===== config.mk =====
export PLATFORM = sky130hd
export DESIGN_NAME = dcache_uncached_resp
export DESIGN_NICKNAME = d
export VERILOG_FILES = /design/src/rtl/dcache_uncached_resp.sv
export SDC_FILE = /design/constraint.sdc
export NUM_CORES = 1
export LEC_CHECK = 0
export BUFFER_PORTS_ARGS = -buffer_cell sky130_fd_sc_hd__buf_2
export CAP_MARGIN = 30
export CORE_UTILIZATION = 53
export CTS_CLUSTER_SIZE = 8
export DETAILED_ROUTE_END_ITERATION = 16
export PLACE_DENSITY = 0.84
export SLEW_MARGIN = 20
export SYNTH_ARGS = -nofsm -noshare
export SYNTH_HDL_FRONTEND = slang
export SYNTH_SLANG_ARGS = --single-unit

===== constraint.sdc =====
create_clock -name clk -period 10.69 [get_ports clk]
set_clock_uncertainty 0.15 [all_clocks]
set_input_delay 1.069 -clock clk [delete_from_list [all_inputs] [get_ports clk]]
set_output_delay 1.069 -clock clk [all_outputs]
set_load 0.1 [all_outputs]

===== src/rtl/dcache_uncached_resp.sv =====
// dcache_uncached_resp
// Stands in for the data cache on the uncached path. Takes one request of up
// to two lanes that share tag/index. Each lane becomes a single-beat access on
// an SRAM-like bus, issued one at a time. Both lane results are returned
// together with a single data_ok pulse.
//
// state   | meaning
// --------+--------------------------------------------------------------
// IDLE    | ready; addr_ok=1, a request with p0_valid is latched
// P0_REQ  | lane 0 beat presented on the bus, waiting for bus_addr_ok
// P0_WAIT | lane 0 beat accepted, waiting for bus_data_ok
// P1_REQ  | lane 1 beat presented on the bus, waiting for bus_addr_ok
// P1_WAIT | lane 1 beat accepted, waiting for bus_data_ok
// DONE    | data_ok pulse, back to IDLE next cycle
module dcache_uncached_resp #(
   parameter int TAG_WIDTH    = 20,
   parameter int INDEX_WIDTH  = 6,
   parameter int OFFSET_WIDTH = 6
) (
   input  logic                    clk,
   input  logic                    reset,
   input  logic                    p0_valid,
   input  logic                    p1_valid,
   input  logic [2:0]              op,
   input  logic [TAG_WIDTH-1:0]    tag,
   input  logic [INDEX_WIDTH-1:0]  index,
   input  logic [OFFSET_WIDTH-1:0] p0_offset,
   input  logic [OFFSET_WIDTH-1:0] p1_offset,
   input  logic [3:0]              p0_wstrb,
   input  logic [3:0]              p1_wstrb,
   input  logic [31:0]             p0_wdata,
   input  logic [31:0]             p1_wdata,
   input  logic [1:0]              p0_size,
   input  logic [1:0]              p1_size,
   input  logic                    uncached,
   output logic                    addr_ok,
   output logic                    data_ok,
   output logic [31:0]             p0_rdata,
   output logic [31:0]             p1_rdata,
   output logic                    bus_req,
   output logic                    bus_wr,
   output logic [1:0]              bus_size,
   output logic [31:0]             bus_addr,
   output logic [3:0]              bus_wstrb,
   output logic [31:0]             bus_wdata,
   input  logic                    bus_addr_ok,
   input  logic                    bus_data_ok,
   input  logic [31:0]             bus_rdata
);

   typedef enum logic [2:0] {
      S_IDLE    = 3'd0,
      S_P0_REQ  = 3'd1,
      S_P0_WAIT = 3'd2,
      S_P1_REQ  = 3'd3,
      S_P1_WAIT = 3'd4,
      S_DONE    = 3'd5
   } state_t;

   state_t                  r_state;
   logic                    r_bus_req;
   logic                    r_data_ok;
   logic [31:0]             r_p0_rdata;
   logic [31:0]             r_p1_rdata;

   logic [2:0]              r_op;
   logic [TAG_WIDTH-1:0]    r_tag;
   logic [INDEX_WIDTH-1:0]  r_index;
   logic [OFFSET_WIDTH-1:0] r_p0_offset;
   logic [OFFSET_WIDTH-1:0] r_p1_offset;
   logic [3:0]              r_p0_wstrb;
   logic [3:0]              r_p1_wstrb;
   logic [31:0]             r_p0_wdata;
   logic [31:0]             r_p1_wdata;
   logic [1:0]              r_p0_size;
   logic [1:0]              r_p1_size;
   logic                    r_p1_flag;

   logic                    w_is_read;
   logic                    w_is_write;
   logic                    w_lane1;
   logic [31:0]             w_addr0;
   logic [31:0]             w_addr1;
   // Every request is served uncached, so the hint is deliberately dropped.
   logic                    w_unused;

   assign w_unused   = uncached;
   assign w_is_read  = (r_op == 3'd0);
   assign w_is_write = (r_op == 3'd1);
   assign w_lane1    = (r_state == S_P1_REQ) || (r_state == S_P1_WAIT);
   assign w_addr0    = {r_tag, r_index, r_p0_offset};
   assign w_addr1    = {r_tag, r_index, r_p1_offset};

   // Request FSM: latches the request, sequences the beats, registers results.
   always_ff @(posedge clk or posedge reset) begin
      if (reset) begin
         r_state     <= S_IDLE;
         r_bus_req   <= 1'b0;
         r_data_ok   <= 1'b0;
         r_p0_rdata  <= '0;
         r_p1_rdata  <= '0;
         r_op        <= '0;
         r_tag       <= '0;
         r_index     <= '0;
         r_p0_offset <= '0;
         r_p1_offset <= '0;
         r_p0_wstrb  <= '0;
         r_p1_wstrb  <= '0;
         r_p0_wdata  <= '0;
         r_p1_wdata  <= '0;
         r_p0_size   <= '0;
         r_p1_size   <= '0;
         r_p1_flag   <= 1'b0;
      end else begin
         case (r_state)
            S_IDLE: begin
               if (p0_valid) begin
                  r_op        <= op;
                  r_tag       <= tag;
                  r_index     <= index;
                  r_p0_offset <= p0_offset;
                  r_p1_offset <= p1_offset;
                  r_p0_wstrb  <= p0_wstrb;
                  r_p1_wstrb  <= p1_wstrb;
                  r_p0_wdata  <= p0_wdata;
                  r_p1_wdata  <= p1_wdata;
                  r_p0_size   <= p0_size;
                  r_p1_size   <= p1_size;
                  r_p1_flag   <= p1_valid;
                  // ops other than read/write complete without touching the bus
                  if (op == 3'd0 || op == 3'd1) begin
                     r_state   <= S_P0_REQ;
                     r_bus_req <= 1'b1;
                  end else begin
                     r_state   <= S_DONE;
                     r_data_ok <= 1'b1;
                  end
               end
            end
            S_P0_REQ: begin
               if (bus_addr_ok) begin
                  r_state   <= S_P0_WAIT;
                  r_bus_req <= 1'b0;
               end
            end
            S_P0_WAIT: begin
               if (bus_data_ok) begin
                  if (w_is_read) begin
                     r_p0_rdata <= bus_rdata;
                  end
                  if (r_p1_flag) begin
                     r_state   <= S_P1_REQ;
                     r_bus_req <= 1'b1;
                  end else begin
                     r_state   <= S_DONE;
                     r_data_ok <= 1'b1;
                  end
               end
            end
            S_P1_REQ: begin
               if (bus_addr_ok) begin
                  r_state   <= S_P1_WAIT;
                  r_bus_req <= 1'b0;
               end
            end
            S_P1_WAIT: begin
               if (bus_data_ok) begin
                  if (w_is_read) begin
                     r_p1_rdata <= bus_rdata;
                  end
                  r_state   <= S_DONE;
                  r_data_ok <= 1'b1;
               end
            end
            S_DONE: begin
               r_state   <= S_IDLE;
               r_data_ok <= 1'b0;
            end
            default: begin
               r_state   <= S_IDLE;
               r_bus_req <= 1'b0;
               r_data_ok <= 1'b0;
            end
         endcase
      end
   end

   // Bus beat fields come from whichever lane the FSM is currently serving.
   always_comb begin
      bus_wr    = w_is_write;
      bus_addr  = w_addr0;
      bus_size  = r_p0_size;
      bus_wstrb = r_p0_wstrb;
      bus_wdata = r_p0_wdata;
      if (w_lane1) begin
         bus_addr  = w_addr1;
         bus_size  = r_p1_size;
         bus_wstrb = r_p1_wstrb;
         bus_wdata = r_p1_wdata;
      end
   end

   assign addr_ok  = (r_state == S_IDLE);
   assign data_ok  = r_data_ok;
   assign bus_req  = r_bus_req;
   assign p0_rdata = r_p0_rdata;
   assign p1_rdata = r_p1_rdata;

endmodule


After elaboration in Yosys (flattened, before gate mapping)
Index checks and enable logic that the tools add are counted.
- muxes and demuxes: 24
- reductions and logical operators: 13
- eq/ne operators: 17
- bitwise gates (word level): 2
- operator list (kind ; count):
    2-to-1 mux 32 bit ; 1
    2-to-1 mux 3 bit ; 7
    != test 2 bit, second input constant ; 8
    case mux 3 bit (5 select lines) ; 1
    AND reduction 6 bit ; 2
    2-to-1 mux 1 bit ; 10
    equality test 3 x 1 -> 1 bit, second input constant ; 3
    logical NOT 3 bit ; 3
    case mux 1 bit (4 select lines) ; 2
    equality test 3 x 2 -> 1 bit, second input constant ; 2
    equality test 3 bit, second input constant ; 2
    2-to-1 mux 6 bit ; 1
    AND reduction 3 bit ; 2
    AND reduction 5 bit ; 1
    2-to-1 mux 4 bit ; 1
    != test 2 x 1 -> 1 bit, second input constant ; 2
    OR reduction 2 bit ; 2
    logical OR 1 bit ; 2
    2-to-1 mux 2 bit ; 1
    NOT 1 bit ; 2
    AND reduction 2 bit ; 1
- bits of input ports: 156
- register bits: 187

Longest topological paths before layout
- depth after elaboration: 5
- depth in mapped cells: 7

Worst setup path before layout
OpenSTA, ideal clock, no wires.
- kind: reg2out
- start point: register r_op[1]
- end point: output bus_wr
- cell stages (with the launch flop): 2
- data required time: 9.471 ns
- arrival: 2.633 ns
- slack: 6.838 ns
- cells stage by stage: dfrtp_1 nor3b_1
- word-level cells in the longest chain between the ends: 1
- ends and longest elaborated chain (what ; RTL line ; source):
    start: declaration ; 66 ; logic [2:0] r_op;
    start signal: assignment ; 118 ; r_op <= op;
    equality test 3 x 1 -> 1 bit ; 89 ; assign w_is_write = (r_op == 3'd1);
    end: declaration ; 41 ; output logic bus_wr,
No other way between the ends.

Worst setup path after layout
- start point: register r_state[1]
- end point: output bus_wdata[10]
- word-level cells in the longest chain between the ends: 3
- ends and longest elaborated chain (what ; RTL line ; source):
    start: declaration ; 60 ; state_t r_state;
    start signal: assignment ; 97 ; r_state <= S_IDLE;
    start signal: assignment ; 132 ; r_state <= S_P0_REQ;
    start signal: assignment ; 135 ; r_state <= S_DONE;
    equality test 3 x 2 -> 1 bit or equality test 3 bit (tied branches) ; 90 ; assign w_lane1 = (r_state == S_P1_REQ) || (r_state == S_P1_WAIT);
    logical OR 1 bit * ; 90 ;
    2-to-1 mux 32 bit * ; 195 ; if (w_lane1) begin
    end: declaration ; 45 ; output logic [31:0] bus_wdata,
Every way passes the cells marked *; elsewhere a longest branch is shown, timed or not.

==> metrics.md <==
| Metric | Value |
|---|---|
| Clk root buf | clkbuf_16 |
| FF+latch count, synth | 187 |
| Gpl congestion | 0.794 |
| Overall routing resource usage | 0.240 |
| Fin. max-slew vios | 0 |
| Vias/cell | 5.02 |
| Row count | 44 |
| # fillers | 1089 |
| Top_reg_cell synth | dfrtp_1 |
| Post-CTS resize count | 0 |
| Setup TNS | 0 ns |
| Hold path cells | 2 |
| Fraction of layout cells with a size suffix above 1 | 0.443 |
| # hold bufs at CTS | 0 |
| Initial antenna violation count | 2 |
| Worst Hold Class | reg -> reg |
| Yosys cell types | 30 |
| Iteration-0 DRC Markers | 315 |
| Total gr overflow | 0 |
| CTS tree | built |
| DR DRC count | 0 |
| Setup violators final | 0 |
| DIE HEIGHT | 124 um |
| Clock sinks | 187 |
| Post-synth EDFFs | 0 |
| Max Root-Sink Buffers | 2 |
| Critical path class | reg -> out |
| RSZ-0062 raised after global routing | no |
| Final hold violation count | 0 |
| Starting density of the core | 0.544 |
| Post-DRT Antenna Nets | 0 |
| Critical Path RT | 9.47 ns |
| First-pass GRT wire length | 29.7 mm |
| Final Critical Period | 4.08 ns |
| Post-synthesis net count | 884 |
| Post-CTS Setup Bufs | 0 |
| Synth Area per Inst | 10.9 um^2 |
| Status | finished clean |
| Least-Margin Pin Slew | 0.776 ns |
| Worst R2R Start | r_state[1] |
| Register-to-Register Path Depth | 5 |
| DR WL/cell | 15.2 um |
| Num ports | 294 |
| Worst-path maximum fanout | 38 |
| Vias | 6054 |
| CTS buffer count | 17 |
| Startpoint Class | flop |
| Max-cap check violation count | 0 |
| Layout Nets | 1162 |
| Yosys warns | 0 |
| Post-Syn Area | 7940 um^2 |
| Part of the Yosys area used for sequential elements | 0.589 |
| Async SR Flop Fraction | 1.00 |
| Min-delay src | r_p1_wdata[3] |
| Worst Path Arrival | 2.86 ns |
| Reg2Reg Capture Point | r_p0_wdata[14] |
| Core area | 14600 um^2 |
| Hold EP | r_p1_wdata[3] |
| Area Growth Syn to Fin | 26.8% |
| CP Capture Type | primary output |
| Die width | 124 um |
| Worst-Skew Late Latency | 0.42 ns |
| Cell count after synthesis | 728 |
| Final wirelength | 18.3 mm |
| Max_slew headroom | 0.483 |
| DIE AREA | 15500 um^2 |
| H-tree Lvls | 4 |
| Reg clk slew, reported paths | 0.07 ns |
| DP HPWL | 12.5 mm |
| Port buffer count | 292 |
| Fin crit share | 0.382 |
| Number of global-route vias before repair | 6097 |
| Drt pass-1 iters | 4 |
| Largest net degree at the start of global routing | 106 |
| R2R Setup Slk | 8.03 ns |
| Max Fclk | 245 MHz |
## placed cells by master, fill, tap and decap left out, types with 2 or more instances in the layout
| master | Yosys | final |
|---|---|---|
| buf_2 | 17 | 292 |
| buf_4 | 4 | 4 |
| inv_6 | 0 | 3 |
| clkinv_4 | 0 | 6 |
| buf_16 | 0 | 2 |
| mux2_4 | 43 | 43 |
| o21ai_0 | 3 | 3 |
| inv_8 | 0 | 3 |
| nor2b_1 | 2 | 2 |
| a21oi_1 | 6 | 6 |
| diode_2 | 0 | 2 |
| dfrtp_1 | 187 | 187 |
| mux2i_1 | 2 | 2 |
| nand3_4 | 2 | 2 |
| clkbuf_16 | 0 | 17 |
| nand2_1 | 358 | 357 |
| nor2_1 | 4 | 4 |
| mux2_2 | 66 | 66 |
## sequential cells by signal (all words and copies together), names as in the netlist
register,count
bus_req,1
data_ok,1
p0_rdata,32
p1_rdata,32
r_index,6
r_op,3
r_p0_offset,6
r_p0_size,2
r_p0_wdata,32
r_p0_wstrb,4
r_p1_flag,1
r_p1_offset,6
r_p1_size,2
r_p1_wdata,32
r_p1_wstrb,4
r_state,3
r_tag,20
## metrics by stage
step,cell area [um^2],instances,hold slack [ns],util,worst slack (ns)
6_report,10100,1205,0.321,0.690,6.61
5_1_grt,10100,1205,0.336,0.690,6.49
4_1_cts,10000,1202,0.327,0.688,6.61
3_5_place_dp,9440,1170,0.308,0.647,7.08
3_3_place_gp,9410,1169,0.302,0.645,7.08
2_1_floorplan,7940,728,0.290,-,4.39
## routing by layer
layer	wire length [um]	global-route usage	up-vias
li1	-	-	2885
met1	7440	0.284	2919
met2	9310	0.414	213
met3	1080	0.0631	37
met4	483	0.101	0
met5	0	0	-
## worst max-delay path: stages, from the launching register on
cell and delay [ns]:
dfrtp_1 0.58, nor2_1 0.29, nand2_1 0.12, nand2_2 0.23, buf_4 0.49, mux2_2 0.40
buf_2 0.29
## worst max path at each step
| stage | to | from | slack [ns] | depth (start not counted) |
|---|---|---|---|---|
| 2_1_floorplan | bus_req | reset | 4.39 | 1 |
| 3_3_place_gp | bus_wdata[10] | r_state[1] | 7.08 | 6 |
| 3_5_place_dp | bus_wdata[10] | r_state[1] | 7.08 | 6 |
| 4_1_cts | bus_wdata[23] | r_state[1] | 6.61 | 6 |
| 5_1_grt | bus_wdata[26] | r_state[1] | 6.49 | 6 |
| 6_report | bus_wdata[10] | r_state[1] | 6.61 | 6 |
## area by class of cell
cell class              instances  area [um^2]  area share
flip-flops and latches        187         4680       0.465
multi-input cells             501         3000       0.298
repair buffers                298         1550       0.154
clock buffers                  18          439      0.0436
well taps                     184          230      0.0229
clock inverters                14          158      0.0157
inverters                       1         8.76    0.000870
diodes                          2         5.00    0.000497
## cell usage after synthesis, types with 2 or more instances
cell type / number / area (um^2)
mux2_4: 43 / 646
mux2_2: 66 / 743
nor2_1: 4 / 15.0
o21ai_0: 3 / 15.0
buf_6: 11 / 124
nand3_4: 2 / 35.0
mux2i_1: 2 / 20.0
a21oi_1: 6 / 30.0
clkbuf_1: 7 / 26.3
buf_2: 17 / 85.1
nand2_1: 358 / 1340
nor2b_1: 2 / 12.5
dfrtp_1: 187 / 4680
buf_4: 4 / 30.0
## cell families (layout without fill, tap and decap cells)
group / Yosys count / count (layout) / synth area share
and+or+nand+nor: 376 / 376 / 0.188
DFF: 187 / 187 / 0.589
AOI/OAI and AO/OA: 14 / 14 / 0.0109
other: 0 / 2 / 0
muxes: 111 / 111 / 0.177
buffers and inverters: 40 / 331 / 0.0339
Power is not shown: default switching activity piles up to over one toggle a cycle in this logic, so the estimate is an artifact.
